===== config.mk =====
export PLATFORM = sky130hd
export DESIGN_NAME = pwm_fade_ctrl
export DESIGN_NICKNAME = d
export VERILOG_FILES = /design/src/rtl/pwm_fade_ctrl_pkg.sv /design/src/rtl/pwm_fade_ctrl_tick_gen.sv /design/src/rtl/pwm_fade_ctrl.sv
export SDC_FILE = /design/constraint.sdc
export NUM_CORES = 1
export LEC_CHECK = 0
export ABC_AREA = 1
export ABC_CLOCK_PERIOD_IN_PS = 3000
export BUFFER_PORTS_ARGS = -buffer_cell sky130_fd_sc_hd__buf_2
export CORE_MARGIN = 8
export CORE_UTILIZATION = 55
export CTS_CLUSTER_DIAMETER = 60
export DETAILED_ROUTE_END_ITERATION = 7
export GPL_TIMING_DRIVEN = 0
export PLACE_DENSITY = 0.76
export REMOVE_ABC_BUFFERS = 1
export SLEW_MARGIN = 20
export SYNTH_ARGS = -nofsm -noshare
export SYNTH_HDL_FRONTEND = slang
export SYNTH_SLANG_ARGS = --single-unit

===== constraint.sdc =====
create_clock -name clk -period 3 [get_ports clk]
set_input_delay 0.3 -clock clk [delete_from_list [all_inputs] [get_ports clk]]
set_output_delay 0.3 -clock clk [all_outputs]
set_load 0.005 [all_outputs]

===== src/rtl/pwm_fade_ctrl_pkg.sv =====
// Shared definitions for the pwm level-fade blocks: level width, level
// ceiling, step-engine states and a helper to size channel indices.
package pwm_pkg;

   // Level width expected by the pwm i_lvl inputs.
   localparam int LVL_W = 4;

   // Highest representable level; fades saturate at the target, never here.
   localparam logic [LVL_W-1:0] LVL_MAX = {LVL_W{1'b1}};

   // Step engine states: waiting for a tick, or walking the channels.
   typedef enum logic [0:0] {
      IDLE = 1'b0,
      SCAN = 1'b1
   } fade_state_t;

   // Bits needed to index n_ch channels (at least one bit).
   function automatic int ch_idx_w(input int n_ch);
      return (n_ch <= 1) ? 1 : $clog2(n_ch);
   endfunction

endpackage


===== src/rtl/pwm_fade_ctrl_tick_gen.sv =====
// Free-running tick generator: one-cycle pulse every TICK_DIV clocks.
// Counter runs 0..TICK_DIV-1; the tick is high while it sits at the top.
module tick_gen #(
   parameter int TICK_DIV = 1000000
) (
   input  logic clk,
   input  logic i_rst,
   output logic o_tick
);

   localparam int               CNT_W    = (TICK_DIV <= 2) ? 1 : $clog2(TICK_DIV);
   localparam logic [CNT_W-1:0] CNT_LAST = CNT_W'(TICK_DIV - 1);

   logic [CNT_W-1:0] cnt;

   // Count up and wrap to zero after the last value of the period.
   always_ff @(posedge clk) begin
      if (i_rst) begin
         cnt <= '0;
      end else if (cnt == CNT_LAST) begin
         cnt <= '0;
      end else begin
         cnt <= cnt + CNT_W'(1);
      end
   end

   assign o_tick = (cnt == CNT_LAST);

endmodule


===== src/rtl/pwm_fade_ctrl.sv =====
// Level scheduler for a bank of pwm channels. Target requests land in a
// one-entry slot and commit on the following edge; a shared step engine
// walks the channels once per fade tick and nudges each level one step
// toward its target.
module pwm_fade_ctrl
   import pwm_pkg::*;
#(
   parameter int N_CH     = 4,
   parameter int LVL_W    = pwm_pkg::LVL_W,
   parameter int TICK_DIV = 1000000
) (
   input  logic                  clk,
   input  logic                  i_rst,
   input  logic                  i_req_valid,
   output logic                  o_req_ready,
   input  logic [3:0]            i_req_ch,
   input  logic [LVL_W-1:0]      i_req_lvl,
   input  logic                  i_req_jump,
   output logic [N_CH*LVL_W-1:0] o_lvl,
   output logic [N_CH-1:0]       o_busy,
   output logic [N_CH-1:0]       o_done
);

   localparam int               IDX_W    = ch_idx_w(N_CH);
   localparam logic [IDX_W-1:0] IDX_LAST = IDX_W'(N_CH - 1);

   fade_state_t      state;
   fade_state_t      state_nx;
   logic [IDX_W-1:0] idx;
   logic [IDX_W-1:0] idx_nx;
   logic             tick_pend;
   logic             tick_pend_nx;
   logic             step_en;
   logic             tick;

   logic             slot_full;
   logic [3:0]       slot_ch;
   logic [LVL_W-1:0] slot_lvl;
   logic             slot_jump;
   logic             accept;
   logic             commit;

   logic [LVL_W-1:0] cur [N_CH];
   logic [LVL_W-1:0] tgt [N_CH];
   logic [N_CH-1:0]  done_r;

   // One level step toward the target; equal levels stay put, so no wrap.
   function automatic logic [LVL_W-1:0] step_toward(input logic [LVL_W-1:0] c,
                                                    input logic [LVL_W-1:0] t);
      if (c < t) begin
         return c + LVL_W'(1);
      end else if (c > t) begin
         return c - LVL_W'(1);
      end
      return c;
   endfunction

   tick_gen #(
      .TICK_DIV (TICK_DIV)
   ) u_tick_gen (
      .clk    (clk),
      .i_rst  (i_rst),
      .o_tick (tick)
   );

   // The slot is the only buffering; it is never ready while reset is held.
   assign o_req_ready = ~slot_full & ~i_rst;
   assign accept      = i_req_valid & o_req_ready;
   assign commit      = slot_full & (32'(slot_ch) < N_CH);

   // Capture an accepted request, then empty the slot on the next edge.
   always_ff @(posedge clk) begin
      if (i_rst) begin
         slot_full <= 1'b0;
         slot_ch   <= '0;
         slot_lvl  <= '0;
         slot_jump <= 1'b0;
      end else if (accept) begin
         slot_full <= 1'b1;
         slot_ch   <= i_req_ch;
         slot_lvl  <= i_req_lvl;
         slot_jump <= i_req_jump;
      end else if (slot_full) begin
         slot_full <= 1'b0;
      end
   end

   // Step engine state register: scan position and the single pending tick.
   always_ff @(posedge clk) begin
      if (i_rst) begin
         state     <= IDLE;
         idx       <= '0;
         tick_pend <= 1'b0;
      end else begin
         state     <= state_nx;
         idx       <= idx_nx;
         tick_pend <= tick_pend_nx;
      end
   end

   // Start a scan on a tick, visit one channel per cycle, remember a tick that arrives mid-scan.
   always_comb begin
      state_nx     = state;
      idx_nx       = idx;
      tick_pend_nx = tick_pend;
      step_en      = 1'b0;
      unique case (state)
         IDLE: begin
            if (tick || tick_pend) begin
               state_nx     = SCAN;
               idx_nx       = '0;
               tick_pend_nx = 1'b0;
            end
         end
         SCAN: begin
            step_en = 1'b1;
            if (tick) begin
               tick_pend_nx = 1'b1;
            end
            if (idx == IDX_LAST) begin
               state_nx = IDLE;
               idx_nx   = '0;
            end else begin
               idx_nx = idx + IDX_W'(1);
            end
         end
         default: begin
            state_nx = IDLE;
            idx_nx   = '0;
         end
      endcase
   end

   // Level update: the scan step sees the old target, a commit then overrides the target, and a jump overrides the step.
   always_ff @(posedge clk) begin
      if (i_rst) begin
         for (int k = 0; k < N_CH; k++) begin
            cur[k] <= '0;
            tgt[k] <= '0;
         end
         done_r <= '0;
      end else begin
         done_r <= '0;
         for (int k = 0; k < N_CH; k++) begin
            if (step_en && (idx == IDX_W'(k)) && (cur[k] != tgt[k])
                && !(commit && slot_jump && (slot_ch == 4'(k)))) begin
               cur[k] <= step_toward(cur[k], tgt[k]);
               if (step_toward(cur[k], tgt[k]) == tgt[k]) begin
                  done_r[k] <= 1'b1;
               end
            end
            if (commit && (slot_ch == 4'(k))) begin
               tgt[k] <= slot_lvl;
               if (slot_jump) begin
                  cur[k] <= slot_lvl;
               end
            end
         end
      end
   end

   // Present registered levels packed per channel and flag channels still fading.
   always_comb begin
      o_lvl  = '0;
      o_busy = '0;
      for (int k = 0; k < N_CH; k++) begin
         o_lvl[k*LVL_W +: LVL_W] = cur[k];
         o_busy[k]               = (cur[k] != tgt[k]);
      end
   end

   assign o_done = done_r;

endmodule


# Word level (Yosys, flattened, before mapping)
# Memories as Yosys holds them, arrays and structs flattened.
# Cells that the tools add are included.
# word_totals
register_bits,38
ram_bits,32
in_bits,12
wordCells,208
memories,2
# mem_list
name,words,word_bits,rd,rd_ports_with_merged_regs,write_ports,line_no,rtl
cur,4,4,4,0,4,pwm_fade_ctrl.sv:43,logic [LVL_W-1:0] cur [N_CH];
tgt,4,4,4,0,4,pwm_fade_ctrl.sv:44,logic [LVL_W-1:0] tgt [N_CH];
# op_classes
add_sub_neg,10
n_lt_le_gt_ge,9
eq_ne,17
muxes,102
n_bitwise,22
n_reduce_logical,34
# ops
cell,n
2-to-1 mux 4 bit,32
2-to-1 mux 1 bit,65
logical AND 1 bit,21
"adder 20 x 1 -> 20 bit, second input constant",1
"equality test 20 bit, second input constant",1
"adder 4 x 1 -> 4 bit, second input constant",4
equality test 4 bit,4
greater-than comparator 4 bit,4
less-than comparator 4 bit,4
!= test 4 bit,4
"subtractor 4 x 1 -> 4 bit, second input constant",4
OR 1 bit,12
OR reduction 2 bit,5
"equality test 4 x 2 -> 1 bit, second input constant",2
inverter 1 bit,7
"equality test 2 bit, second input constant",2
"equality test 4 x 1 -> 1 bit, second input constant",1
logical NOT 1 bit,4
logical NOT 4 bit,1
"less-than comparator 4 x 3 -> 1 bit, second input constant",1
2-to-1 mux 2 bit,2
one-hot mux 1 bit (2 select lines),2
one-hot mux 2 bit (2 select lines),1
bitwise AND 1 bit,3
7 further kinds,7

# Logic depth before layout (Yosys ltp)
# Gate-level depths: netlist (run 1).
# depth
depth_word,13
mapped_depth,19

# Hierarchy
# From an unflattened synthesis (run 1), not the netlist that was laid out.
# hier_totals
hier_cells,629
hier_area_um2,4823.4
# by_module_without_submodules
mod,n_inst,cells_per_inst,area_per_inst_um2,seq_area_each_um2
pwm_fade_ctrl,1,467,3716.1,1321.3
tick_gen,1,162,1107.3,400.4

# Worst setup path before layout (run 1)
# Ideal clock, no wire load.
# synth_path
path_kind,register -> register
startpoint,mem cur[0][3]
endpoint,mem cur[0][3] (data pin)
setup_ps,261
arrival_time_ps,1989
setup_slack_ps,751
stages_incl_launch_ff,15
path_buffers,0
cell_sequence,edfxtp_1 > ha_1 > a21oi_1 > nand2_2 > ha_1 > nand2_1 > nand2_1 > nor2_1 > nand2_1 > nand2_1 > nand2_1 > nand2_1 > nand2_1 > nand2_1 > o21ai_0
# synth_rtl
element,line_no
"start, declared",pwm_fade_ctrl.sv:43

==> results by group, run 1 <==
GRT
  • First-pass GRT wire length: 16700 um
  • Grt ovf: 0
  • Gr usage total: 0.177
  • Largest net degree at the start of global routing: 22
  • Vias in the first global route: 3785
  • Initial antenna violation count: 0

Critical path
  • Data required, critical path: 3100 ps
  • CP startpoint kind: register
  • Delay-heaviest family, CP: simple AND/OR/NAND/NOR gates
  • Crit path DAT: 2620 ps
  • CP Buf/Inv Count: 0
  • Slowest cell on the critical path: edfxtp_1
  • Crit Path Class: reg -> reg
  • FF-to-FF setup slack: 480 ps
  • Worst-path maximum fanout: 11
  • Crit-path cells: ha_1, nand2_1, nand2_1, nand2_1, nand2_2, ha_1, nand2_1, nand2_1, nor2_1, nand2_1, nand2_1, nand2_1, nand2_1, nand2_1, nand2_1, o21ai_1
  • FF-to-FF path depth: 16
  • Most used cell, CP: nand2_1
  • Largest stage delay on the critical path: 500 ps
  • Reg2reg end: cur[3][3]$_DFFE_PP_
  • CP Capture Type: register
  • Worst r2r src: cur[3][1]$_DFFE_PP_

CTS
  • Clock edge transition at the registers on the reported setup and hold paths: 80 ps
  • Worst-Skew Late Latency: 340 ps
  • Setup bufs post-CTS: 0
  • Max clock buf depth: 2
  • Htree depth: 3
  • TritonCTS buffer count: 9
  • TritonCTS clock tree: yes
  • # hold bufs at CTS: 0
  • CTS Sinks: 70
  • Post-CTS Resized: 0
  • Root buf cell: clkbuf_8

Yosys
  • Yosys top cell by area: edfxtp_1
  • Commonest cells in the netlist: nand2_1 (161), inv_1 (88), nand3_1 (74)
  • Yosys Warn Count: 0
  • EDFF count, synth: 32
  • Synth Cell Area: 4420 sq um
  • Share of the synthesized area in the top cell type: 0.217
  • Post-synth top flop: dfxtp_1
  • #FFs+latches synth: 70
  • Async SR Flop Fraction: 0
  • Largest cells by area after synthesis: edfxtp_1 (22%), dfxtp_1 (17%), nand2_1 (14%), nand3_1 (8.4%), ha_1 (8.2%)
  • Seq/Total Area, Yosys: 0.389
  • Distinct cells, synth: 40
  • Cells after synthesis: 598
  • Post-Syn Area per Cell: 7.40 sq um
  • Most frequent cell after synthesis: nand2_1

Route
  • Vias: 3955
  • Pre-antenna DRT Iters: 5
  • Initial DRC Count: 274
  • DRC: 0
  • Post-DR vias/cell: 5.30
  • WL final: 9670 um
  • ANT nets after route: 0
  • WL per Instance: 13.0 um

Die
  • IO Pins: 37
  • Die Wd: 106 um
  • Die Footprint: 11200 sq um
  • Starting density of the core: 0.570
  • Std cell rows: 32
  • Core area: 7770 sq um
  • Die Height: 106 um

Outcome
  • Status: finished clean

Power
  • Worst vdd ir: 0.310 mV
  • Static leakage: 2.19 nW
  • Power Density: 447 nW/um^2

Finish
  • Fillers: 710
  • Area growth from synthesis to layout: 11.1%
  • Final Cell Area: 4920 sq um
  • Nets: 684
  • Antenna diode count: 0
  • Share of cells above drive strength 1: 0.112

STA
  • Slew @ Worst Pin: 985 ps
  • Minimum clock period after layout: 2520 ps
  • Rel. slew slack: 0.341
  • Worst setup margin: 477 ps
  • Setup TNS: 0 ps
  • Final setup viols: 0
  • Slew Limit Fails: 0
  • Worst hold slack: 158 ps
  • Unrepaired setup endpoints after global routing: no
  • Final worst-path cycle share: 0.841
  • Final Hold Vio Count: 0
  • Fmax: 396 MHz
  • Clock skew: 10.7 ps

Worst hold path
  • Hold endpoint: slot_lvl[3]$_SDFFE_PP0P_
  • Worst hold path class: in -> reg
  • Hold Startpoint: i_req_lvl[3]
  • Worst hold path depth: 3

Placement
  • GPL Wtd Cong: 0.903
  • DP Wirelength: 7460 um
  • Place WS: 490 ps
  • Dpl cell area: 4700 sq um
  • Port Buffers: 36

Job
  • Max-Cap Viols: 0
cells in the final DEF, fill, tap and decap left out, types with 3 or more instances in the layout:
master,count
buf_2,36
edfxtp_1,32
nand3_2,4
nand3b_1,3
dfxtp_1,38
nor3_1,9
nand3_1,74
nor2_1,64
xor2_1,7
o21ai_1,4
o31ai_1,3
nand2_2,5
nand4_1,4
nor2_2,3
o21ai_0,23
clkbuf_8,11
inv_1,88
a21oi_1,13
fa_1,4
nand2_1,161
ha_1,29
o211ai_1,3
worst max-delay path by stage:
stage	slack (ps)	startpoint	cells after the start	end
5_1_grt	200	cur[3][0]$_DFFE_PP_	18	cur[3][3]$_DFFE_PP_
3_5_place_dp	490	cur[1][0]$_SDFFCE_PN0P_	18	cur[1][3]$_SDFFCE_PN0P_
4_1_cts	480	cur[1][0]$_SDFFCE_PN0P_	18	cur[1][3]$_SDFFCE_PN0P_
6_report	480	cur[3][1]$_DFFE_PP_	16	cur[3][3]$_DFFE_PP_
3_3_place_gp	560	cur[0][1]$_SDFFCE_PN0P_	16	cur[0][3]$_SDFFCE_PN0P_
2_1_floorplan	750	cur[0][3]$_SDFFCE_PN0P_	14	cur[0][3]$_SDFFCE_PN0P_
metrics by stage:
stage	total power, mW	cells	util
floorplan	1.33	592	-
global placement	1.41	730	0.605
detailed placement	1.43	730	0.605
CTS	2.20	746	0.633
global route	2.31	746	0.633
finish	2.20	746	0.633
metal layers:
| metal | track usage | part of all wire |
|---|---|---|
| met5 | 0 | 0 |
| met4 | 0.0764 | 0.020 |
| met3 | 0.0384 | 0.052 |
| met2 | 0.287 | 0.48 |
| met1 | 0.223 | 0.45 |
worst min-delay path, stage by stage:
cell and delay, ps:
buf_2 80, nand2_1 40, o21ai_0 50
cell families (layout without fill, tap and decap cells):
family | Yosys count | in the layout | share of synthesized area
AND/OR/NAND/NOR | 341 | 341 | 0.348
buffers and inverters | 94 | 140 | 0.0817
flip-flops | 70 | 70 | 0.389
AO/OA/AOI/OAI | 51 | 51 | 0.0636
adder cells (fa/ha/maj) | 33 | 33 | 0.100
XOR/XNOR | 9 | 9 | 0.0178
state kept, by name, summed over array words and instances, names as in the netlist:
signal / flops
cur: 16
idx: 2
o_done: 4
slot_ch: 4
slot_full: 1
slot_jump: 1
slot_lvl: 4
state: 1
tgt: 16
tick_pend: 1
u_tick_gen.cnt: 20
power breakdown:
| part | total [mW] | internal, mW | switching (mW) |
|---|---|---|---|
| clock network | 0.789 | 0.444 | 0.345 |
| logic | 0.355 | 0.121 | 0.234 |
| registers | 1.05 | 1.03 | 0.0265 |
area by class of cell:
| type | count | area, sq um | area share |
|---|---|---|---|
| multi-input combinational | 434 | 2340 | 0.476 |
| sequential | 70 | 1720 | 0.350 |
| inverter | 88 | 330 | 0.0672 |
| clock buffer | 14 | 205 | 0.0417 |
| timing repair buffer | 36 | 180 | 0.0367 |
| tap | 102 | 128 | 0.0260 |
| clock inverter | 2 | 10.0 | 0.00204 |
No activity file was read; power rests on OpenSTA's default activity.
==> inputs of run 2 (changes only) <==
--- a/config.mk
+++ b/config.mk
@@ -6,7 +6,7 @@
 export NUM_CORES = 1
 export LEC_CHECK = 0
 export ABC_AREA = 1
-export ABC_CLOCK_PERIOD_IN_PS = 3000
+export ABC_CLOCK_PERIOD_IN_PS = 2400
 export BUFFER_PORTS_ARGS = -buffer_cell sky130_fd_sc_hd__buf_2
 export CORE_MARGIN = 8
 export CORE_UTILIZATION = 55
==> constraint.sdc (replaced) <==
create_clock -name clk -period 2.4 [get_ports clk]
set_input_delay 0.24 -clock clk [delete_from_list [all_inputs] [get_ports clk]]
set_output_delay 0.24 -clock clk [all_outputs]
set_load 0.005 [all_outputs]
==> run 2 against run 1 <==
Compared with the run above: setup slack got worse by 380 ps; critical endpoint is now o_done[3]$_SDFF_PN0_; register-to-register slack got worse by 380 ps; critical path depth decreased by 2; combinational power increased by 63%; count of clock-buffer cells in the layout unchanged; largest cell class unchanged; core utilization increased by 6.6 points; sequential power increased by 26%; clock skew increased by 1.9 ps.
==> results by group, run 2 (same netlist as run 1, synthesis figures left out) <==
Outcome
  • Status: finished clean

GRT
  • Grt ovf: 0
  • Gr usage total: 0.183
  • First-pass GRT wire length: 17100 um
  • Vias in the first global route: 3842
  • Largest net degree at the start of global routing: 22
  • Initial antenna violation count: 0

Finish
  • Max FFs per register: 20
  • Antenna diode count: 0
  • Register area: 1720 sq um
  • Most frequent cells in the layout: nand2_1 (155), inv_1 (73), nand3_1 (73)
  • Fillers: 635
  • Nets: 724
  • Area growth from synthesis to layout: 22.6%
  • Multi-input logic area: 2550 sq um
  • Most flops, register: u_tick_gen.cnt
  • Final Cell Area: 5430 sq um
  • Top flop regs: u_tick_gen.cnt: 20 flops, cur: 16 flops, tgt: 16 flops
  • Commonest non-fill, non-tap cell in the layout: nand2_1
  • Share of cells above drive strength 1: 0.225

Route
  • Initial DRC Count: 303
  • Vias: 4188
  • Post-DR vias/cell: 5.33
  • DRC: 0
  • WL final: 11000 um
  • ANT nets after route: 0
  • Pre-antenna DRT Iters: 4
  • WL per Instance: 13.9 um

Critical path
  • FF-to-FF path depth: 14
  • CP startpoint kind: register
  • Crit path DAT: 2590 ps
  • FF-to-FF setup slack: 90 ps
  • Reg2reg end: o_done[3]$_SDFF_PN0_
  • Data required, critical path: 2690 ps
  • CP Capture Type: register
  • Crit Path Class: reg -> reg
  • Worst-path maximum fanout: 4
  • Worst r2r src: cur[3][1]$_DFFE_PP_

Worst hold path
  • Worst hold path depth: 3
  • Hold Startpoint: i_req_lvl[3]
  • Hold endpoint: slot_lvl[3]$_SDFFE_PP0P_
  • Worst hold path class: in -> reg

Placement
  • DP Wirelength: 7460 um
  • GPL Wtd Cong: 0.903
  • Dpl cell area: 4700 sq um
  • Place WS: -110 ps
  • Port Buffers: 36

Die
  • Die Height: 106 um
  • Starting density of the core: 0.570
  • Core area: 7770 sq um
  • Die Wd: 106 um
  • Die Footprint: 11200 sq um
  • Std cell rows: 32
  • IO Pins: 37

STA
  • Unrepaired setup endpoints after global routing: yes
  • Worst setup margin: 93.8 ps
  • Fmax: 434 MHz
  • Rel. slew slack: 0.343
  • Final worst-path cycle share: 0.961
  • Final Hold Vio Count: 0
  • Slew Limit Fails: 0
  • Setup TNS: 0 ps
  • Minimum clock period after layout: 2310 ps
  • Clock skew: 12.7 ps
  • Final setup viols: 0
  • Slew @ Worst Pin: 981 ps

CTS
  • # hold bufs at CTS: 0
  • TritonCTS clock tree: yes
  • Max clock buf depth: 2
  • TritonCTS buffer count: 9
  • Htree depth: 3
  • Clock edge transition at the registers on the reported setup and hold paths: 80 ps
  • Worst-Skew Late Latency: 340 ps
  • Root buf cell: clkbuf_8
  • CTS Sinks: 70

Power
  • Static leakage: 2.39 nW
  • Power Density: 530 nW/um^2
  • Worst vdd ir: 0.389 mV

Job
  • Max-Cap Viols: 0
==> run 2: final cells by class <==
type,instances,area share
tap,102,0.0235
multi-input combinational,434,0.470
sequential,70,0.317
clock inverter,2,0.00185
inverter,88,0.0609
timing repair buffer,76,0.0886
clock buffer,14,0.0378
==> run 2: through the flow <==
stage	util	instances	hold WS, ps	total power, mW
floorplan	-	592	343	1.66
global placement	0.605	730	427	1.76
detailed placement	0.605	730	444	1.78
CTS	0.648	759	92.3	2.78
global route	0.698	786	109	3.02
finish	0.698	786	96.7	2.88
==> run 2: worst max-delay path by stage <==
| stage | startpoint | end | slack [ps] | depth (start not counted) |
|---|---|---|---|---|
| floorplan | cur[0][3]$_SDFFCE_PN0P_ | cur[0][3]$_SDFFCE_PN0P_ | 150 | 14 |
| global placement | cur[0][1]$_SDFFCE_PN0P_ | cur[0][3]$_SDFFCE_PN0P_ | -40 | 16 |
| detailed placement | cur[1][0]$_SDFFCE_PN0P_ | cur[1][3]$_SDFFCE_PN0P_ | -110 | 18 |
| CTS | cur[0][3]$_SDFFCE_PN0P_ | cur[0][3]$_SDFFCE_PN0P_ | 3 | 14 |
| global route | cur[3][0]$_DFFE_PP_ | cur[3][3]$_DFFE_PP_ | -110 | 18 |
| finish | cur[3][1]$_DFFE_PP_ | o_done[3]$_SDFF_PN0_ | 90 | 14 |
==> run 2: repair_timing <==
action,in CTS,in global routing
gates resized for setup,6,40
hold endpoints to repair,0,0
endpoints found under the setup margin,5,13
pin swaps,3,20
buffers inserted,13,27
==> run 2: layer usage <==
metal | track usage | wire length, um
met1 | 0.230 | 4780
met2 | 0.303 | 5520
met3 | 0.0353 | 475
met4 | 0.0704 | 181
met5 | 0 | 0
==> run 2: critical path: stages, from the launching register on <==
cell	delay, ps
edfxtp_1	460
ha_4	300
nand2_1	70
nand2_1	60
nand2_1	70
nand2_2	130
inv_1	90
fa_1	380
xor2_1	180
nand2_1	110
nand3_1	90
nand2_1	60
nor2_2	70
nand2_1	70
nor2_1	90
==> run 2: where the power goes <==
group / internal, mW / total [mW] / switching [mW] / leakage (nW)
sequential: 1.28 / 1.32 / 0.0314 / 0.640
clock: 0.555 / 0.986 / 0.430 / 0.113
combinational: 0.230 / 0.577 / 0.347 / 1.63
total: 2.07 / 2.88 / 0.808 / 2.39
==> inputs of run 3 (changes only) <==
--- a/config.mk
+++ b/config.mk
@@ -10,6 +10,7 @@
 export BUFFER_PORTS_ARGS = -buffer_cell sky130_fd_sc_hd__buf_2
 export CORE_MARGIN = 8
 export CORE_UTILIZATION = 55
+export CTS_BUF_LIST = sky130_fd_sc_hd__clkbuf_2 sky130_fd_sc_hd__clkbuf_4 sky130_fd_sc_hd__clkbuf_8
 export CTS_CLUSTER_DIAMETER = 60
 export DETAILED_ROUTE_END_ITERATION = 7
 export GPL_TIMING_DRIVEN = 0
==> constraint.sdc (replaced) <==
create_clock -name clk -period 2.4 [get_ports clk]
set_input_delay 0.24 -clock clk [delete_from_list [all_inputs] [get_ports clk]]
set_output_delay 0.24 -clock clk [all_outputs]
set_load 0.02 [all_outputs]
==> run 3 against run 2 <==
Compared with the run above: via count grew 0.81%; non-clock buffer count up 1; register-to-register slack improved by 20 ps; clock skew about the same; critical path depth stayed put; power increased by 4.0%.
==> results by group, run 3 (same netlist as run 1, synthesis figures left out) <==
Finish
  • Antenna diode count: 0
  • Final Cell Area: 5460 sq um
  • Nets: 725
  • Most flops, register: u_tick_gen.cnt
  • Fillers: 630
  • Commonest non-fill, non-tap cell in the layout: nand2_1
  • Area growth from synthesis to layout: 23.4%
  • Max FFs per register: 20
  • Top flop regs: u_tick_gen.cnt: 20 flops, cur: 16 flops, tgt: 16 flops
  • Share of cells above drive strength 1: 0.236
  • Most frequent cells in the layout: nand2_1 (154), nand3_1 (72), inv_1 (70)

Critical path
  • CP Launch Point: cur[3][3]$_DFFE_PP_
  • CP Capture Type: register
  • Crit Path Class: reg -> reg
  • Reg2reg end: o_done[3]$_SDFF_PN0_
  • CP startpoint kind: register
  • Data required, critical path: 2690 ps
  • Worst r2r src: cur[3][3]$_DFFE_PP_
  • FF-to-FF setup slack: 120 ps
  • FF-to-FF path depth: 14
  • Worst-path maximum fanout: 4
  • Crit path DAT: 2570 ps

STA
  • Slew Limit Fails: 0
  • Clock skew: 12.6 ps
  • Worst setup margin: 116 ps
  • Final setup viols: 0
  • Rel. slew slack: 0.350
  • Slew @ Worst Pin: 970 ps
  • Final worst-path cycle share: 0.952
  • Final Hold Vio Count: 0
  • Minimum clock period after layout: 2280 ps
  • Fmax: 438 MHz

Route
  • Vias: 4222
  • ANT nets after route: 0
  • WL final: 10900 um
  • Pre-antenna DRT Iters: 5
  • Post-DR vias/cell: 5.36
  • Initial DRC Count: 262
  • WL per Instance: 13.9 um
  • DRC: 0

Power
  • Static leakage: 2.40 nW
  • Comb pwr share: 0.200
  • Power Density: 548 nW/um^2
  • Reg power frac: 0.440
  • P_sw: 825 uW
  • Power after layout: 2.99 mW
  • Cell internal pwr: 2.17 mW
  • Worst vdd ir: 0.387 mV
  • Switching Fraction: 0.276
  • Clock power frac: 0.361

GRT
  • Initial antenna violation count: 0
  • Gr usage total: 0.184
  • Largest net degree at the start of global routing: 22
  • First-pass GRT wire length: 17200 um
  • Vias in the first global route: 3873
  • Grt ovf: 0

Placement
  • Place WS: -110 ps
  • Port Buffers: 36
  • GPL Wtd Cong: 0.903
  • Dpl cell area: 4700 sq um
  • DP Wirelength: 7460 um

Outcome
  • Status: finished clean

CTS
  • Clock edge transition at the registers on the reported setup and hold paths: 80 ps
  • TritonCTS buffer count: 9
  • # hold bufs at CTS: 0
  • TritonCTS clock tree: yes
  • Htree depth: 3
  • Root buf cell: clkbuf_8
  • Worst-Skew Late Latency: 340 ps
  • CTS Sinks: 70
  • Max clock buf depth: 2

Worst hold path
  • Hold Startpoint: i_req_lvl[3]
  • Hold endpoint: slot_lvl[3]$_SDFFE_PP0P_
  • Worst hold path class: in -> reg
  • Worst hold path depth: 3

Die
  • Core area: 7770 sq um
  • IO Pins: 37
  • Die Height: 106 um
  • Die Wd: 106 um
  • Die Footprint: 11200 sq um
  • Std cell rows: 32
  • Starting density of the core: 0.570

Job
  • Max-Cap Viols: 0
## run 3: changes by cell type in the layout (fill, tap and decap cells not counted), moves of 2 or more
| cell | delta |
|---|---|
| bufinv_16 | +2 |
| clkbuf_16 | -2 |
| inv_1 | -3 |
| inv_2 | +3 |
## run 3: final cells by class
class,instances,area [sq um],area share
Multi-Input combinational cell,434,2560,0.469
Tap cell,102,128,0.0234
Clock inverter,4,70.1,0.0128
Timing Repair Buffer,77,488,0.0894
Clock buffer,12,159,0.0291
Inverter,88,330,0.0605
Sequential cell,70,1720,0.315
## run 3: through the flow
step           std cells  hold WS [ps]  TNS (ps)  utilization
2_1_floorplan        592           343         0            -
3_3_place_gp         730           427      -105        0.605
3_5_place_dp         730           444      -350        0.605
4_1_cts              760          93.6         0        0.650
5_1_grt              787           111      -139        0.703
6_report             787          94.5         0        0.703
## run 3: per-layer routing
metal	part of all wire	track usage	wire length [um]	vias to the layer above
met1	0.43	0.229	4750	1981
li1	-	-	-	2108
met3	0.049	0.0353	536	15
met2	0.50	0.307	5500	118
met5	0	0	0	-
met4	0.014	0.0693	150	0
## run 3: power groups by stage
stage	registers, mW	logic [mW]	clock network [mW]
2_1_floorplan	1.35	0.334	0
3_3_place_gp	1.34	0.440	0
3_5_place_dp	1.34	0.459	0
4_1_cts	1.31	0.494	1.08
5_1_grt	1.32	0.673	1.14
6_report	1.32	0.597	1.08
## run 3: worst max path at each step
stage                                          to  cells after the start  slack [ps]
after floorplan           cur[0][3]$_SDFFCE_PN0P_                     14          30
after global placement    cur[0][3]$_SDFFCE_PN0P_                     16         -40
after detailed placement  cur[1][3]$_SDFFCE_PN0P_                     18        -110
after CTS                 cur[0][3]$_SDFFCE_PN0P_                     14           3
after global routing         o_done[3]$_SDFF_PN0_                     14         -40
final                        o_done[3]$_SDFF_PN0_                     14         120
## run 3: timing repair
item	in CTS	in global routing
resized for setup	5	47
setup endpoints to repair	5	13
buffers inserted	14	27
pin swaps	3	23
## run 3: worst max-delay path: stages, from the launching register on
cell and delay (ps):
edfxtp_1 450, ha_4 310, nand2_1 40, inv_1 80
nand2_1 70, nand2_2 140, inv_2 70, fa_2 330
xor2_1 180, nand2_1 120, nand3_2 80, nand2_1 50
nor2_1 110, nand2_1 80, nor2_1 110
